`src/rtl/cv32e40p_pkg.sv`:
```
// Shared writeback-stage types and constants.
package cv32e40p_pkg;

    // Default number of skid-buffer entries holding deferred APU results.
    localparam int WB_FIFO_DEPTH = 2;

    // One register-file write: destination register and data.
    typedef struct packed {
        logic [5:0]  waddr;
        logic [31:0] wdata;
    } wb_entry_t;

endpackage

```
`src/rtl/cv32e40p_wb_fifo.sv`:
```
// Skid buffer for APU results that lost arbitration for the register-file
// write port. A push into a full buffer is dropped unless the same cycle
// pops, which frees a slot. Flush empties the buffer synchronously.
module cv32e40p_wb_fifo
    import cv32e40p_pkg::*;
#(
    parameter int DEPTH = WB_FIFO_DEPTH
) (
    input  logic       clk,
    input  logic       rst,
    input  logic       flush_i,
    input  logic       push_i,
    input  wb_entry_t  push_data_i,
    input  logic       pop_i,
    output wb_entry_t  head_o,
    output logic [2:0] count_o,
    output logic       full_o,
    output logic       empty_o,
    output logic       drop_o
);

    localparam int         PTR_W   = $clog2(DEPTH);
    localparam logic [2:0] CNT_MAX = 3'(DEPTH);
    localparam logic [PTR_W-1:0] PTR_LAST = PTR_W'(DEPTH - 1);

    wb_entry_t [DEPTH-1:0] mem_q;
    logic [PTR_W-1:0]      rd_ptr_q, wr_ptr_q;
    logic [2:0]            count_q;
    logic                  do_push, do_pop;

    // Pointers wrap modulo DEPTH, which need not be a power of two.
    function automatic logic [PTR_W-1:0] ptr_inc(input logic [PTR_W-1:0] p);
        return (p == PTR_LAST) ? '0 : p + 1'b1;
    endfunction

    assign empty_o = (count_q == 3'd0);
    assign full_o  = (count_q == CNT_MAX);
    assign do_pop  = pop_i && !empty_o;
    // A pop in the same cycle frees the slot, so a full buffer can still accept.
    assign do_push = push_i && (!full_o || do_pop);
    assign drop_o  = push_i && full_o && !do_pop;
    assign head_o  = mem_q[rd_ptr_q];
    assign count_o = count_q;

    // Storage, pointers and occupancy; flush discards everything but keeps data bits.
    always_ff @(posedge clk or posedge rst) begin
        if (rst) begin
            mem_q    <= '0;
            rd_ptr_q <= '0;
            wr_ptr_q <= '0;
            count_q  <= '0;
        end else if (flush_i) begin
            rd_ptr_q <= '0;
            wr_ptr_q <= '0;
            count_q  <= '0;
        end else begin
            if (do_push) begin
                mem_q[wr_ptr_q] <= push_data_i;
                wr_ptr_q        <= ptr_inc(wr_ptr_q);
            end
            if (do_pop) begin
                rd_ptr_q <= ptr_inc(rd_ptr_q);
            end
            case ({do_push, do_pop})
                2'b10:   count_q <= count_q + 3'd1;
                2'b01:   count_q <= count_q - 3'd1;
                default: count_q <= count_q;
            endcase
        end
    end

endmodule

```
`src/rtl/cv32e40p_wb_stage.sv`:
```
// Writeback stage: arbitrates the single register-file write port between
// LSU writebacks and two-cycle APU results. LSU always wins; APU results that
// cannot be written immediately wait in an in-order skid buffer.
module cv32e40p_wb_stage
    import cv32e40p_pkg::*;
#(
    parameter int DEPTH = WB_FIFO_DEPTH
) (
    input  logic        clk,
    input  logic        rst,
    input  logic        setback_i,
    input  logic        lsu_we_i,
    input  logic [5:0]  lsu_waddr_i,
    input  logic [31:0] lsu_wdata_i,
    input  logic        apu_valid_i,
    input  logic [5:0]  apu_waddr_i,
    input  logic [31:0] apu_result_i,
    output logic        rf_we_o,
    output logic [5:0]  rf_waddr_o,
    output logic [31:0] rf_wdata_o,
    output logic        wb_ready_o,
    output logic [2:0]  fifo_count_o,
    output logic        overflow_o,
    output logic [15:0] contention_cnt_o
);

    wb_entry_t   lsu_entry, apu_entry, fifo_head, sel_entry;
    logic        sel_we;
    logic        fifo_empty, fifo_full, fifo_drop;
    logic        push, pop;
    logic [2:0]  fifo_count;

    logic        rf_we_q;
    wb_entry_t   rf_q;
    logic        overflow_q;
    logic [15:0] cont_cnt_q;

    assign lsu_entry = '{waddr: lsu_waddr_i, wdata: lsu_wdata_i};
    assign apu_entry = '{waddr: apu_waddr_i, wdata: apu_result_i};

    // An APU result must queue behind an LSU write or behind older queued results,
    // which keeps APU retirement in arrival order.
    assign push = !setback_i && apu_valid_i && (lsu_we_i || !fifo_empty);
    assign pop  = !setback_i && !lsu_we_i && !fifo_empty;

    cv32e40p_wb_fifo #(
        .DEPTH (DEPTH)
    ) u_fifo (
        .clk         (clk),
        .rst         (rst),
        .flush_i     (setback_i),
        .push_i      (push),
        .push_data_i (apu_entry),
        .pop_i       (pop),
        .head_o      (fifo_head),
        .count_o     (fifo_count),
        .full_o      (fifo_full),
        .empty_o     (fifo_empty),
        .drop_o      (fifo_drop)
    );

    // Write-port priority: LSU, then oldest buffered APU result, then direct APU bypass.
    always_comb begin
        sel_we    = 1'b0;
        sel_entry = '0;
        if (lsu_we_i) begin
            sel_we    = 1'b1;
            sel_entry = lsu_entry;
        end else if (!fifo_empty) begin
            sel_we    = 1'b1;
            sel_entry = fifo_head;
        end else if (apu_valid_i) begin
            sel_we    = 1'b1;
            sel_entry = apu_entry;
        end
    end

    // Register the selected write; address/data hold when no write is issued.
    always_ff @(posedge clk or posedge rst) begin
        if (rst) begin
            rf_we_q <= 1'b0;
            rf_q    <= '0;
        end else if (setback_i) begin
            rf_we_q <= 1'b0;
        end else begin
            rf_we_q <= sel_we;
            if (sel_we) begin
                rf_q <= sel_entry;
            end
        end
    end

    // Sticky drop flag, cleared only by reset or setback.
    always_ff @(posedge clk or posedge rst) begin
        if (rst) begin
            overflow_q <= 1'b0;
        end else if (setback_i) begin
            overflow_q <= 1'b0;
        end else if (fifo_drop) begin
            overflow_q <= 1'b1;
        end
    end

    // Saturating count of every APU result that had to go through the buffer,
    // dropped ones included; setback does not clear it.
    always_ff @(posedge clk or posedge rst) begin
        if (rst) begin
            cont_cnt_q <= '0;
        end else if (push && (cont_cnt_q != 16'hFFFF)) begin
            cont_cnt_q <= cont_cnt_q + 16'd1;
        end
    end

    assign rf_we_o          = rf_we_q;
    assign rf_waddr_o       = rf_q.waddr;
    assign rf_wdata_o       = rf_q.wdata;
    assign fifo_count_o     = fifo_count;
    assign overflow_o       = overflow_q;
    assign contention_cnt_o = cont_cnt_q;
    assign wb_ready_o       = (fifo_count < 3'(DEPTH - 1));

    logic unused_full;
    assign unused_full = fifo_full;

endmodule

```
`config.mk`:
```
export PLATFORM = sky130hd
export DESIGN_NAME = cv32e40p_wb_stage
export DESIGN_NICKNAME = d
export VERILOG_FILES = /design/src/rtl/cv32e40p_pkg.sv /design/src/rtl/cv32e40p_wb_fifo.sv /design/src/rtl/cv32e40p_wb_stage.sv
export SDC_FILE = /design/constraint.sdc
export NUM_CORES = 1
export LEC_CHECK = 0
export CAP_MARGIN = 20
export CORE_MARGIN = 2
export CORE_UTILIZATION = 40
export CTS_BUF_LIST = sky130_fd_sc_hd__clkbuf_8
export DETAILED_ROUTE_END_ITERATION = 7
export PLACE_DENSITY = 0.61
export SKIP_LAST_GASP = 1
export SYNTH_ARGS = -nofsm -noshare
export SYNTH_HDL_FRONTEND = slang
export SYNTH_SLANG_ARGS = --single-unit
```
`constraint.sdc`:
```
create_clock -name clk -period 8.3 [get_ports clk]
set_input_delay 1.66 -clock clk [delete_from_list [all_inputs] [get_ports clk]]
set_output_delay 1.66 -clock clk [all_outputs]
set_load 0.005 [all_outputs]
```
## After elaboration in Yosys (flattened, before gate mapping)

Cells that the tools add are included.

| operators by class | value |
|---|---|
| add/sub/neg operators | 5 |
| $lt $le $gt $ge | 4 |
| equal/unequal tests | 4 |
| muxes and demuxes | 22 |
| bitwise gates (word level) | 1 |
| reductions and logical operators | 24 |

Operators with widths:

| kind | count |
|---|---|
| $mux 38 | 6 |
| $bwmux 76 | 1 |
| $demux 38 s1 | 1 |
| $add 16x1->16 const B | 1 |
| $ne 16x16->1 const B | 1 |
| $mux 1 | 12 |
| $logic_and 1x1->1 | 10 |
| $pmux 3 s2 | 1 |
| $reduce_bool 2->1 | 3 |
| $logic_not 1->1 | 5 |
| $lt 1x2->1 const B | 2 |
| $reduce_and 2->1 | 2 |
| $add 3x1->3 const B | 1 |
| $eq 3x2->1 const B | 1 |
| $logic_not 3->1 | 1 |
| $lt 3x1->1 const B | 1 |
| $mux 3 | 1 |
| $reduce_bool 3->1 | 1 |
| $sub 3x1->3 const B | 1 |
| $add 1x1->1 const B | 2 |
| $eq 2x1->1 const B | 1 |
| $eq 2x2->1 const B | 1 |
| $logic_or 1x1->1 | 2 |
| $ge 1x1->1 const B | 1 |
| $not 1->1 | 1 |

| word-level totals | value |
|---|---|
| bits in registers | 137 |
| logic and storage cells | 72 |

## Logic depth before layout (Yosys ltp)

| depth | value |
|---|---|
| depth in word-level cells | 9 |
| mapped depth | 8 |

## By module

Synthesis repeated with hierarchy kept, for this count alone.

| unflattened totals | value |
|---|---|
| cells, all modules | 549 |
| area, all modules | 6,680.2 µm² |

By module, submodules not included:

| module | instances | cells an instance | area each (µm²) | seq. area each (µm²) |
|---|---|---|---|---|
| cv32e40p_wb_fifo | 1 | 249 | 3,711.1 | 2,026.9 |
| cv32e40p_wb_stage | 1 | 300 | 2,969.1 | 1,401.3 |

## Worst setup path before layout

No wires, ideal clock.

| path | value |
|---|---|
| path kind | input port to flip-flop |
| start | input apu_valid_i |
| end | register u_fifo.mem_q[0] in the netlist's numbering |
| setup time | 0.127 ns |
| data arrival time | 2.873 ns |
| path slack | 5.299 ns |
| stages | 7 |
| buffers on the path | 3 |
| path through | buf_4 -> nor2b_1 -> o21ai_1 -> or2_1 -> buf_4 -> buf_6 -> mux2_1 |

| on the way | value |
|---|---|
| longest elaborated chain between the ends | 4 |

RTL lines:

| item | line | text |
|---|---|---|
| from (decl) | cv32e40p_wb_stage.sv:15 | `input logic apu_valid_i,` |
| $logic_and 1x1->1 (2 in series) | cv32e40p_wb_stage.sv:43 | `assign push = !setback_i && apu_valid_i && (lsu_we_i \|\| !fifo_empty);` |
| $logic_and 1x1->1 | cv32e40p_wb_fifo.sv:40 | `assign do_push = push_i && (!full_o \|\| do_pop);` |
| $reduce_and 2->1 (no line) | - |  |
| to (signal, indexed assignment) | cv32e40p_wb_fifo.sv:58 | `mem_q[wr_ptr_q] <= push_data_i;` |
| to (decl) | cv32e40p_wb_fifo.sv:26 | `wb_entry_t [DEPTH-1:0] mem_q;` |

Every way passes these cells.
A chain may end at the register's enable or synchronous reset.

## Final worst setup path

| path | value |
|---|---|
| start | input lsu_we_i |
| end | register u_fifo.mem_q[8] in the netlist's numbering |

| on the way | value |
|---|---|
| longest elaborated chain between the ends | 7 |
| elaborated cells on any way between the ends | 9 |

RTL lines:

| item | line | text |
|---|---|---|
| from (decl) | cv32e40p_wb_stage.sv:12 | `input logic lsu_we_i,` |
| $logic_not 1->1 | cv32e40p_wb_stage.sv:44 | `assign pop = !setback_i && !lsu_we_i && !fifo_empty;` |
| $logic_and 1x1->1 (2 in series) | cv32e40p_wb_stage.sv:44 |  |
| $logic_and 1x1->1 | cv32e40p_wb_fifo.sv:38 | `assign do_pop = pop_i && !empty_o;` |
| $logic_or 1x1->1 | cv32e40p_wb_fifo.sv:40 |  |
| $logic_and 1x1->1 * | cv32e40p_wb_fifo.sv:40 |  |
| $reduce_and 2->1 (no line) * | - |  |

Mark *: on every way between the ends. The rest lies on a longest branch, timed or not.

==> impl_summary.log <==
INFO  metric cts_num_sinks = about 140
INFO  metric max_stage_delay = between 800 and 900 ps
INFO  metric final_setup_viols = 0
INFO  metric swShare = 0.318
INFO  metric grt_remaining_overflow = 0
INFO  metric total_nets_final = 792
INFO  metric max-clock-path-buffers = 2
INFO  metric antenna_found_initial = 1
INFO  metric drt_wl_cell = approximately 17 µm
INFO  metric numPortBuffers = between 100 and 150
INFO  metric vias = 5000
INFO  metric power = 2.68 mW
INFO  metric drt.antenna.violating_nets = 0
INFO  metric global_placer_s_final_weighted_congestion = 0.760
INFO  metric share_of_the_core_filled_with_cells = 0.525
INFO  metric worstReg2RegStart = u_fifo.count_o[0]$_DFFE_PP0P_
INFO  metric grt_setup_unrepaired = false
INFO  metric clockPowerShare = 0.218
INFO  metric dr.first_iter.drc_count = 372
INFO  metric holdCritStartpoint = u_fifo.mem_q[1]$_DFFE_PP0P_
INFO  metric post_cts_resized = 0
INFO  metric timing.slew.headroom = 0.308
INFO  metric dp_hpwl = 10300 µm
INFO  metric yosys_register_bits = about 140
INFO  metric netlist_top_cells_area = sky130_fd_sc_hd__dfrtp_1, sky130_fd_sc_hd__mux2_2, sky130_fd_sc_hd__mux2i_1
INFO  metric power_leakage = 3.62 nW
INFO  metric regToRegEndpoint = rf_wdata_o[18]$_DFFE_PP0P_
INFO  metric placedCellCount = between 900 and 1000
INFO  metric synth.top_cell.area_share = 0.518
INFO  metric min_period_over_period = 0.466
INFO  metric first_global_vias = 5208
INFO  metric ctsHoldBuffers = 0
INFO  metric cts_buffers = 17
INFO  metric reg2reg_depth = 7
INFO  metric worst_path_cell_chain = buf_2 -> buf_4 -> mux2i_1 -> o21ai_1 -> or2_2 -> mux2_2
INFO  metric worst-r2r-setup-slack = 5750 ps
INFO  metric switching_power = 0.854 mW
INFO  metric power_report.internal_total = 1.83 mW
INFO  metric skew = 9.13 ps
INFO  metric post_synth_most_frequent_cells = sky130_fd_sc_hd__dfrtp_1, sky130_fd_sc_hd__mux2_2, sky130_fd_sc_hd__nand2_1, sky130_fd_sc_hd__a21oi_1, sky130_fd_sc_hd__nor2_1
INFO  metric hold-path-endpoint = u_fifo.mem_q[1]$_DFFE_PP0P_
INFO  metric worstPathMaxFanout = 85
INFO  metric avgViaCountPerCell = 5.32
INFO  metric initial_utilization = 0.405
INFO  metric grt_usage = 0.190
INFO  metric final_cell_count_no_fill = 939
INFO  metric multiInputGateArea = 2970 µm²
INFO  metric vdd_ir_drop_max = ~150 µV
INFO  metric route.final.wire_length = 16200 µm
INFO  metric cp.arrival = around 4200 ps
INFO  metric timing.critical_path.to_type = flip-flop
INFO  metric timing_hold_violations_final = 0
INFO  metric synth.most_common_cell = sky130_fd_sc_hd__dfrtp_1
INFO  metric yosys.cell_types.count = 44
INFO  metric synthesis.instances = ~590
INFO  metric cap_violations = 0
INFO  metric die_width = 133 µm
INFO  metric yosysSeqAreaShare = 0.518
INFO  metric worst_ep_required_time = 8630 ps
INFO  metric crit_type = primary input to flip-flop
INFO  metric sequentialPowerShare = 0.419
INFO  metric die_ar = approximately 18000 µm²
INFO  metric slew_violations = 0
INFO  metric drive_gt1_frac = 0.164
INFO  metric clk_latency = 450 ps
INFO  metric layout.area.seq = between 3000 and 4000 µm²
INFO  metric grt_start_max_net_pins = 86
INFO  metric grt_first_pass_wirelength = between 20000 and 30000 µm
INFO  metric drc_errors = 0
INFO  metric power_density = 313 nW/µm²
INFO  metric hold_depth = 1
INFO  metric tns = 0 ps
INFO  metric num_io_pins = 141
INFO  metric synthesis.area_per_instance = between 10 and 15 µm²
INFO  metric ys.flop_type = sky130_fd_sc_hd__dfrtp_1
INFO  metric ctsRootBufferMaster = sky130_fd_sc_hd__clkbuf_8
INFO  metric final_cell_area = about 8600 µm²
INFO  metric worst_hold_class = flip-flop to flip-flop
INFO  metric fillCellCount = 1499
INFO  metric combPwrFrac = 0.364
INFO  metric min_period = ~3900 ps
INFO  metric synth_edf_count = 0
INFO  metric placement_rows = 47
INFO  metric async_flop_share = 1.00
INFO  metric syn-num-nets = between 600 and 700
INFO  metric post_cts.repair.setup_buffers = 0
INFO  metric timing.critical_path.from_type = primary input
INFO  metric cts_tree = yes
INFO  metric die_y = 133 µm
INFO  metric slew_at_the_pin_with_the_worst_max_slew_slack = 1040 ps
INFO  metric max_fclk = between 200 and 300 MHz
INFO  metric antenna_cells_inserted = 0
INFO  metric cts.reportedPaths.clkPinSlew = 80 ps
INFO  metric floorplan.core_area = 16300 µm²
INFO  metric synthDominantAreaCellType = sky130_fd_sc_hd__dfrtp_1
INFO  metric status = completed
INFO  metric syn-cell-area = approximately 6600 µm²
INFO  metric yosys_warnings = 0
INFO  metric detailedRoute.firstPassIterationCount = 5
INFO  metric postPlaceCellArea = 8150 µm²
INFO  metric crit_path_top_delay_cell = sky130_fd_sc_hd__or2_2
INFO  metric h_tree_depth = 4
INFO  metric areaGrowthSynthToFinish = 29.6%
[power by group through the flow]
stage               sequential [mW]  combinational, mW  clock, mW
global placement               1.12              0.955          0
detailed placement             1.13              0.986          0
floorplan                      1.08              0.634          0
finish                         1.12              0.975      0.584
global route                   1.16               1.08      0.632
CTS                            1.12              0.989      0.600
[kinds of logic after synthesis]
| family | after synthesis | share of synthesized area |
|---|---|---|
| xor gates and xnor gates | 15 | 0.0198 |
| adders and majority gates | 5 | 0.00945 |
| muxes | 117 | 0.192 |
| and+or+nand+nor | 125 | 0.0890 |
| buffers and inverters | 53 | 0.0361 |
| DFF | 137 | 0.518 |
| AOI/OAI and AO/OA | 134 | 0.136 |
[worst max-delay path by stage]
stage / from / to / cells after the start
6_report: lsu_we_i / u_fifo.mem_q[8]$_DFFE_PP0P_ / 6
5_1_grt: lsu_we_i / rf_wdata_o[24]$_DFFE_PP0P_ / 7
4_1_cts: lsu_we_i / u_fifo.mem_q[8]$_DFFE_PP0P_ / 6
3_5_place_dp: lsu_we_i / u_fifo.mem_q[8]$_DFFE_PP0P_ / 6
3_3_place_gp: lsu_we_i / u_fifo.mem_q[9]$_DFFE_PP0P_ / 6
2_1_floorplan: rst / contention_cnt_o[0]$_DFFE_PP0P_ / 1
[worst max-delay path, delay by kind of cell]
kind / cells / cell delay (ps)
buffers and inverters: 2 / 800
multiplexers: 2 / 670
AND/OR/NAND/NOR: 1 / 830
AO/OA/AOI/OAI: 1 / 200
[metrics by stage]
| stage | hold WS (ps) | setup slack (ps) |
|---|---|---|
| after floorplan | 464 | 2970 |
| after CTS | 496 | 4410 |
| after global placement | 472 | 3970 |
| final | 494 | 4430 |
| after detailed placement | 480 | 3920 |
| after global routing | 507 | 4200 |
[layout by cell type (no fill, tap or decap), drive strengths merged, types with 3 or more instances in the layout]
cell           instances
a21oi                 44
nor3                   5
clkbuf                22
xor2                  13
buf                   10
nor2                  44
inv                    9
nand2                 46
nand4                  5
ha                     5
nand3                  5
nor4                   6
dfrtp                137
clkdlybuf4s50        138
clkinv                 3
a31oi                 38
o21ai                  4
a211o                 39
mux2i                 39
bufinv                 3
mux2                  78
[registers in the layout (all words and copies together) (netlist names)]
| signal | flops |
|---|---|
| contention_cnt_o | 16 |
| overflow_o | 1 |
| rf_waddr_o | 6 |
| rf_wdata_o | 32 |
| rf_we_o | 1 |
| u_fifo.count_o | 3 |
| u_fifo.mem_q | 76 |
| u_fifo.rd_ptr_q | 1 |
| u_fifo.wr_ptr_q | 1 |
[area by class of cell]
| cell class | instances | area share |
|---|---|---|
| inverter | 6 | 0.00321 |
| timing repair buffer | 148 | 0.169 |
| tap | 220 | 0.0321 |
| sequential | 137 | 0.400 |
| clock inverter | 10 | 0.0144 |
| multi-input combinational | 396 | 0.346 |
| clock buffer | 22 | 0.0353 |
[metal layers]
metal,up-vias,global-route usage,wire (µm),share of wire
met2,140,0.321,7970,0.49
met4,0,0.0783,330,0.020
li1,2359,-,-,-
met3,21,0.0467,802,0.050
met5,-,0,0,0
met1,2480,0.234,7090,0.44
No activity file was read; power rests on OpenSTA's default activity.
